===== src/rtl/regfile_bypass.sv =====
// Register file with one WB write port, NRD combinational read ports and
// EX/MEM/WB forwarding (youngest producer wins). A load sitting in EX that
// matches an enabled read raises stall_req_o so the controller can bubble.

// Single read port: reset/enable gating, zero register, forwarding mux, hazard
module regfile_bypass_rdport #(
   parameter int DATA_W   = 32,
   parameter int ADDR_W   = 5,
   parameter int ZERO_REG = 1
) (
   input  logic              rst,
   input  logic              en_i,
   input  logic [ADDR_W-1:0] addr_i,
   input  logic              ex_we_i,
   input  logic [ADDR_W-1:0] ex_waddr_i,
   input  logic [DATA_W-1:0] ex_wdata_i,
   input  logic              ex_is_load_i,
   input  logic              mem_we_i,
   input  logic [ADDR_W-1:0] mem_waddr_i,
   input  logic [DATA_W-1:0] mem_wdata_i,
   input  logic              wb_we_i,
   input  logic [ADDR_W-1:0] wb_waddr_i,
   input  logic [DATA_W-1:0] wb_wdata_i,
   input  logic [DATA_W-1:0] arr_data_i,
   output logic [DATA_W-1:0] data_o,
   output logic              hazard_o
);

   logic is_zero;
   assign is_zero = (ZERO_REG != 0) && (addr_i == '0);

   // Priority mux: EX beats MEM beats WB beats array; a matching EX load
   // returns 0 and flags the hazard instead of forwarding stale data
   always_comb begin
      data_o   = '0;
      hazard_o = 1'b0;
      if (!rst && en_i && !is_zero) begin
         if (ex_we_i && ex_waddr_i == addr_i) begin
            if (ex_is_load_i) hazard_o = 1'b1;
            else              data_o   = ex_wdata_i;
         end else if (mem_we_i && mem_waddr_i == addr_i) begin
            data_o = mem_wdata_i;
         end else if (wb_we_i && wb_waddr_i == addr_i) begin
            data_o = wb_wdata_i;
         end else begin
            data_o = arr_data_i;
         end
      end
   end

endmodule

module regfile_bypass #(
   parameter int DATA_W   = 32,
   parameter int ADDR_W   = 5,
   parameter int NRD      = 2,
   parameter int ZERO_REG = 1
) (
   input  logic                  clk,
   input  logic                  rst,
   input  logic                  wb_we_i,
   input  logic [ADDR_W-1:0]     wb_waddr_i,
   input  logic [DATA_W-1:0]     wb_wdata_i,
   input  logic                  mem_we_i,
   input  logic [ADDR_W-1:0]     mem_waddr_i,
   input  logic [DATA_W-1:0]     mem_wdata_i,
   input  logic                  ex_we_i,
   input  logic [ADDR_W-1:0]     ex_waddr_i,
   input  logic [DATA_W-1:0]     ex_wdata_i,
   input  logic                  ex_is_load_i,
   input  logic [NRD-1:0]        rd_en_i,
   input  logic [NRD*ADDR_W-1:0] rd_addr_i,
   output logic [NRD*DATA_W-1:0] rd_data_o,
   output logic                  stall_req_o
);

   localparam int DEPTH = 1 << ADDR_W;

   logic [DEPTH-1:0][DATA_W-1:0] mem_q, mem_d;
   logic [NRD-1:0][DATA_W-1:0]   arr_rd;
   logic [NRD-1:0][DATA_W-1:0]   port_data;
   logic [NRD-1:0]               port_hz;
   logic                         wr_en;

   // Writes to r0 are discarded when it is hard-wired to zero
   assign wr_en = wb_we_i && !((ZERO_REG != 0) && (wb_waddr_i == '0));

   // Next array state: at most one entry changes per cycle
   always_comb begin
      mem_d = mem_q;
      if (wr_en) mem_d[wb_waddr_i] = wb_wdata_i;
   end

   // Array update; reset clears every entry and drops a coincident WB write
   always_ff @(posedge clk) begin
      if (rst) mem_q <= '0;
      else     mem_q <= mem_d;
   end

   for (genvar g = 0; g < NRD; g++) begin : g_rd
      assign arr_rd[g] = mem_q[rd_addr_i[g*ADDR_W +: ADDR_W]];

      regfile_bypass_rdport #(
         .DATA_W   (DATA_W),
         .ADDR_W   (ADDR_W),
         .ZERO_REG (ZERO_REG)
      ) u_port (
         .rst          (rst),
         .en_i         (rd_en_i[g]),
         .addr_i       (rd_addr_i[g*ADDR_W +: ADDR_W]),
         .ex_we_i      (ex_we_i),
         .ex_waddr_i   (ex_waddr_i),
         .ex_wdata_i   (ex_wdata_i),
         .ex_is_load_i (ex_is_load_i),
         .mem_we_i     (mem_we_i),
         .mem_waddr_i  (mem_waddr_i),
         .mem_wdata_i  (mem_wdata_i),
         .wb_we_i      (wb_we_i),
         .wb_waddr_i   (wb_waddr_i),
         .wb_wdata_i   (wb_wdata_i),
         .arr_data_i   (arr_rd[g]),
         .data_o       (port_data[g]),
         .hazard_o     (port_hz[g])
      );

      assign rd_data_o[g*DATA_W +: DATA_W] = port_data[g];
   end

   // Ports already force their hazard low during reset
   assign stall_req_o = |port_hz;

endmodule


===== config.mk =====
export PLATFORM = sky130hd
export DESIGN_NAME = regfile_bypass
export DESIGN_NICKNAME = d
export VERILOG_FILES = /design/src/rtl/regfile_bypass.sv
export SDC_FILE = /design/constraint.sdc
export NUM_CORES = 2
export LEC_CHECK = 0
export ABC_AREA = 0
export CAP_MARGIN = 20
export CELL_PAD_IN_SITES_DETAIL_PLACEMENT = 1
export CELL_PAD_IN_SITES_GLOBAL_PLACEMENT = 1
export CORE_MARGIN = 2
export CORE_UTILIZATION = 51
export DETAILED_ROUTE_END_ITERATION = 8
export PLACE_DENSITY = 0.93
export SLEW_MARGIN = 10
export SYNTH_ARGS = -nofsm -noshare
export SYNTH_HDL_FRONTEND = slang
export SYNTH_SLANG_ARGS = --single-unit

===== constraint.sdc =====
create_clock -name clk -period 8.1 [get_ports clk]
set_input_delay 2.025 -clock clk [delete_from_list [all_inputs] [get_ports clk]]
set_output_delay 2.025 -clock clk [all_outputs]
set_load 0.02 [all_outputs]

==> PnR_summary.wiki, run 1 <==
{| class="wikitable"
! Metric !! Value
|-
| Outcome || aborted with a tool error
|-
| Last stage reached || 5_1_grt
|-
| Error that stopped the run || [ERROR GRT-0232] Routing congestion too high. Check the congestion heatmap in the GUI.
|-
| Cell taking the most area after synthesis || sky130_fd_sc_hd__dfxtp_1
|-
| Number of distinct library cell variants in the gate-level netlist after synthesis || 62
|-
| Horizontal die dimension || 330 µm
|-
| FF+latch count, synth || 1024
|-
| Warning count from the yosys run || 0
|-
| TritonCTS buffer count || 105
|-
| Type of the worst endpoint after the last repair || output port
|-
| Post-synth design cell area || 54200 µm²
|-
| Placement row count || 119
|-
| Synth Area per Inst || 8.48 µm²
|-
| Maximum number of pins on one net before global-route repair || 222
|-
| Initial antenna violation count || 70
|-
| Number of enable flip-flop cells after synthesis || 0
|-
| Chip height || 330 µm
|-
| Post-synthesis net count || 6518
|-
| Starting density of the core || 51.4%
|-
| GR Overflow Total || 23
|-
| PortBufs || 193
|-
| Buffer levels on the longest clock path || 3
|-
| Async set or reset register ratio after synthesis || 0%
|-
| Final HPWL DP || 166 mm
|-
| Worst endpoint from the post-global-route timing repair || rd_data_o[40]
|-
| RD Place Congestion || 0.987
|-
| Commonest register cell after synthesis || sky130_fd_sc_hd__dfxtp_1
|-
| Hold Buf Count CTS || 0
|-
| I/O pins || 194
|-
| Overall fraction of global-route tracks in use || 79.5%
|-
| Buffer type at the clock tree root || sky130_fd_sc_hd__clkbuf_16
|-
| Post-synth top area share || 37.8%
|-
| Sequential area share after synthesis || 37.8%
|-
| Area contributors post-synth || sky130_fd_sc_hd__dfxtp_1, sky130_fd_sc_hd__mux4_2, sky130_fd_sc_hd__nand2_1, sky130_fd_sc_hd__a21oi_1, sky130_fd_sc_hd__mux2i_1
|-
| Clock sinks || 1024
|-
| Cell count after synthesis || 6389
|-
| Maximum level of the CTS H-tree || 3
|}
cells by family after synthesis:
kind of cell / Yosys count / share of synthesized area, %
buf+inv: 700 / 5.53
compound gates: 1526 / 16.4
mux: 702 / 22.0
simple gates: 2407 / 17.8
flops: 1024 / 37.8
xor+xnor: 30 / 0.485
per-layer routing:
layer  track usage (%)  GRT overflow
met3              75.9             9
met1              76.9             2
met5              67.5             0
met4              72.9             8
met2              89.8             4
per-stage QoR:
step           utilization [%]  setup slack, ns  hold WS [ns]  instance area, µm²  cells
3_5_place_dp              54.3           0.0660         0.461               57300   7516
4_1_cts                   57.6          0.00962         0.472               60700   7701
2_1_floorplan                -             1.95         0.443               54200   6389
3_3_place_gp              54.2           0.0346         0.449               57100   7508
repair_timing:
item | 4_1_cts
setup buffers | 0
setup endpoints to repair | 2
hold endpoints to repair | 0
gates resized for setup | 1
cloned | 0
pin swaps | 0
Yosys cell counts (12+ instances only):
cell / instances
sky130_fd_sc_hd__nand2_1: 2094
sky130_fd_sc_hd__a21oi_1: 1068
sky130_fd_sc_hd__dfxtp_1: 1024
sky130_fd_sc_hd__clkbuf_1: 505
sky130_fd_sc_hd__mux4_2: 384
sky130_fd_sc_hd__mux2i_1: 230
sky130_fd_sc_hd__o22ai_1: 111
sky130_fd_sc_hd__o221ai_1: 103
sky130_fd_sc_hd__nor2_1: 96
sky130_fd_sc_hd__a22oi_1: 89
sky130_fd_sc_hd__buf_2: 89
sky130_fd_sc_hd__mux2_2: 88
sky130_fd_sc_hd__nor2b_1: 62
sky130_fd_sc_hd__a211oi_1: 54
sky130_fd_sc_hd__buf_4: 34
sky130_fd_sc_hd__buf_1: 30
sky130_fd_sc_hd__nor4_1: 29
sky130_fd_sc_hd__nor3_1: 23
sky130_fd_sc_hd__a2111oi_0: 22
sky130_fd_sc_hd__nor4b_1: 18
sky130_fd_sc_hd__xor2_1: 16
sky130_fd_sc_hd__o32ai_1: 15
sky130_fd_sc_hd__inv_1: 14
sky130_fd_sc_hd__xnor2_1: 14
sky130_fd_sc_hd__buf_6: 13
sky130_fd_sc_hd__clkbuf_2: 13
sky130_fd_sc_hd__nand3_1: 12
==> run 2: changes to the inputs <==
--- a/config.mk
+++ b/config.mk
@@ -7,12 +7,10 @@
 export LEC_CHECK = 0
 export ABC_AREA = 0
 export CAP_MARGIN = 20
-export CELL_PAD_IN_SITES_DETAIL_PLACEMENT = 1
-export CELL_PAD_IN_SITES_GLOBAL_PLACEMENT = 1
 export CORE_MARGIN = 2
-export CORE_UTILIZATION = 51
+export CORE_UTILIZATION = 40
 export DETAILED_ROUTE_END_ITERATION = 8
-export PLACE_DENSITY = 0.93
+export PLACE_DENSITY_LB_ADDON = 0.15
 export SLEW_MARGIN = 10
 export SYNTH_ARGS = -nofsm -noshare
 export SYNTH_HDL_FRONTEND = slang
==> run 2 against run 1 <==
Net effect: the flow now finishes without violations; synthesized cell count is the same; synthesized area unchanged.
==> PnR_summary.wiki, run 2 <==
{| class="wikitable"
! Metric !! Value
|-
| Outcome || finished clean
|-
| Switching share of total power || 27.1%
|-
| Post-synth top area share || 37.8%
|-
| Wire length of the first global-routing pass || 355 mm
|-
| Per-cell via count in the routed design || 6.35
|-
| Maximum number of pins on one net before global-route repair || 209
|-
| Synth cell count leaders || sky130_fd_sc_hd__nand2_1, sky130_fd_sc_hd__a21oi_1, sky130_fd_sc_hd__dfxtp_1, sky130_fd_sc_hd__clkbuf_1, sky130_fd_sc_hd__mux4_2
|-
| Routed wire length || 253 mm
|-
| Min-delay src || mem_q[213]$_SDFFE_PP0P_
|-
| Warning count from the yosys run || 0
|-
| Worst-path clk slew || 0.06 ns
|-
| Global routing's busiest layer || met2
|-
| Switching power || 0.00318 W
|-
| Worst slew pin tran || 1.17 ns
|-
| Area inside the core boundary || 135000 µm²
|-
| Fillcell total || 12900
|-
| Buffer type at the clock tree root || sky130_fd_sc_hd__clkbuf_16
|-
| P_int || 0.00858 W
|-
| Count of TritonRoute iterations in the first routing pass || 6
|-
| Min setup slack post-route || 0.0663 ns
|-
| GR Util met3 || 11.9%
|-
| Pwr dens || 190 nW/µm²
|-
| Post-synthesis net count || 6518
|-
| Commonest register cell after synthesis || sky130_fd_sc_hd__dfxtp_1
|-
| Overall fraction of global-route tracks in use || 35.6%
|-
| Starting density of the core || 40.2%
|-
| Number of enable flip-flop cells after synthesis || 0
|-
| Area occupied by multi-input gates || 31100 µm²
|-
| Unrepaired setup endpoints after global routing || false
|-
| Power share of the clock group || 46.0%
|-
| Async set or reset register ratio after synthesis || 0%
|-
| Shortest clock period the worst path allows after layout || 8.03 ns
|-
| RD Place Congestion || 0.939
|-
| Reg2reg start || mem_q[963]$_SDFFE_PP0P_
|-
| PostCTS Resize Cnt || 0
|-
| Slew Limit Fails || 0
|-
| Hold Buf Count CTS || 0
|-
| Slew headroom || 21.7%
|-
| Number of global-route vias before repair || 48300
|-
| Max FFs per register || 1024
|-
| Global routing met2 resource utilization || 53.0%
|-
| Buffer levels on the longest clock path || 3
|-
| Leakage power of the design || 20.2 nW
|-
| Sequential area share after synthesis || 37.8%
|-
| Area contributors post-synth || sky130_fd_sc_hd__dfxtp_1, sky130_fd_sc_hd__mux4_2, sky130_fd_sc_hd__nand2_1, sky130_fd_sc_hd__a21oi_1, sky130_fd_sc_hd__mux2i_1
|-
| Placement row count || 135
|-
| Initial antenna violation count || 12
|-
| Fraction of layout instances using a drive strength above 1 || 16.2%
|-
| TritonCTS buffer count || 115
|-
| Die ar. || 138000 µm²
|-
| Setup Skew || 0 ns
|-
| Peak clock frequency supported by timing || 124 MHz
|-
| Worst Hold Path Cells || 2
|-
| Most used standard cell by instance count after synthesis || sky130_fd_sc_hd__nand2_1
|-
| PortBufs || 193
|-
| Worst setup path startpoint || rd_addr_i[3]
|-
| Chip height || 372 µm
|-
| Hold violation count in the final report || 0
|-
| Cell taking the most area after synthesis || sky130_fd_sc_hd__dfxtp_1
|-
| Cell count after synthesis || 6389
|-
| Worst Setup Slack post-DPL || 0.416 ns
|-
| Max-capacitance violation count || 0
|-
| Synthesis-to-layout area growth || 14.2%
|-
| I/O pins || 194
|-
| Clock latency of the later-clocked register in the worst-skew pair || 0.75 ns
|-
| Clock sinks || 1024
|-
| Final Setup Violations || 0
|-
| Most flops, register || mem_q
|-
| Crit path launch type || primary input
|-
| Maximum level of the CTS H-tree || 3
|-
| Number of distinct library cell variants in the gate-level netlist after synthesis || 62
|-
| Proportion of power drawn by flip-flops and latches || 43.4%
|-
| Regs by FF count || mem_q x1024
|-
| Worst reg2reg path depth || 2
|-
| Synth Area per Inst || 8.48 µm²
|-
| Remaining design rule violation count || 0
|-
| Arrival time reported for the critical path endpoint || 6.01 ns
|-
| Max rail drop VDD || 0.227 mV
|-
| Final Cycle Share || 99.2%
|-
| Net total in the final layout || 6400
|-
| Critical path capture point type || output pin
|-
| Per-cell routed wire length || 31.0 µm
|-
| Class of the most critical setup path || primary input to output pin
|-
| Relative contribution of combinational cells to total power || 10.7%
|-
| Number of setup buffers added after CTS || 0
|-
| Via count || 51700
|-
| Worst hold-check slack || 0.464 ns
|-
| FF+latch count, synth || 1024
|-
| Most common cell after layout, fill and taps aside || sky130_fd_sc_hd__nand2_1
|-
| Total negative slack for setup checks || 0 ns
|-
| Horizontal die dimension || 372 µm
|-
| Top library cells by usage in the layout, fill and taps aside || sky130_fd_sc_hd__nand2_1, sky130_fd_sc_hd__a21oi_1, sky130_fd_sc_hd__dfxtp_1
|-
| GR Overflow Total || 0
|-
| Final HPWL DP || 150 mm
|-
| Placed cells || 7933
|-
| Required time reported for the critical path endpoint || 6.08 ns
|-
| Tightest Hold Check Type || flip-flop to flip-flop
|-
| Clock tree from TritonCTS || done
|-
| Post-synth design cell area || 54200 µm²
|-
| Post-route insts no fill || 8149
|-
| Seq. cell area || 20500 µm²
|-
| Crit path max fanout || 24
|-
| Count of nets left with antenna violations after detail routing || 0
|-
| Drt first-iter violations || 7297
|-
| GR met1 Demand/Resource || 46.5%
|}
## run 2: cell counts after synthesis
No cell type changed its count.
## run 2: kinds of logic after synthesis
kind of cell,synth area share [%]
and+or+nand+nor,17.8
buffers and inverters,5.53
AOI/OAI and AO/OA,16.4
muxes,22.0
xor gates and xnor gates,0.485
DFF,37.8
## run 2: critical path, stage by stage
cell	delay [ns]
sky130_fd_sc_hd__buf_2	0.50
sky130_fd_sc_hd__xnor2_1	0.19
sky130_fd_sc_hd__nand4_1	0.54
sky130_fd_sc_hd__o211ai_1	0.59
sky130_fd_sc_hd__buf_12	0.27
sky130_fd_sc_hd__o221ai_1	0.15
sky130_fd_sc_hd__o31a_1	0.14
sky130_fd_sc_hd__nor4_1	0.78
sky130_fd_sc_hd__clkdlybuf4s50_1	0.76
## run 2: worst paths after layout
| path | endpoint | slack [ns] |
|---|---|---|
| worst min-delay path | mem_q[213]$_SDFFE_PP0P_ | 0.46 |
| worst max-delay path | rd_data_o[18] | 0.07 |
| worst max register to register | mem_q[963]$_SDFFE_PP0P_ | 7.40 |
| worst min register to register | mem_q[213]$_SDFFE_PP0P_ | 0.46 |
## run 2: cell type report
class | instances | area share (%)
Timing Repair Buffer | 450 | 6.73
Tap cell | 1781 | 3.60
Sequential cell | 1024 | 33.1
Inverter | 15 | 0.0910
Antenna cell | 4 | 0.0162
Multi-Input combinational cell | 4665 | 50.2
Clock buffer | 179 | 5.68
Clock inverter | 31 | 0.522
## run 2: power groups by stage
stage	Combinational (W)	Clock [W]	Sequential [W]
after global placement	0.00120	0	0.00521
final	0.00125	0.00541	0.00510
after CTS	0.00120	0.00543	0.00510
after floorplan	0.000684	0	0.00520
after global routing	0.00127	0.00562	0.00510
after detailed placement	0.00120	0	0.00521
## run 2: layer usage
layer  up-vias  wire [µm]  share of wire [%]
li1      22300          -                  -
met1     25300      97400                 38
met3       712      33900                 13
met5         -         60              0.024
met4         8      12400                4.9
met2      3449     109000                 43
## run 2: stage by stage
stage	power (W)	utilization (%)	cell area (µm²)
floorplan	0.00588	-	54200
global placement	0.00641	43.0	58000
detailed placement	0.00641	43.0	58000
CTS	0.0117	45.8	61800
global route	0.0120	45.8	61900
finish	0.0118	45.8	61900
(Power assumes the default switching activity.)
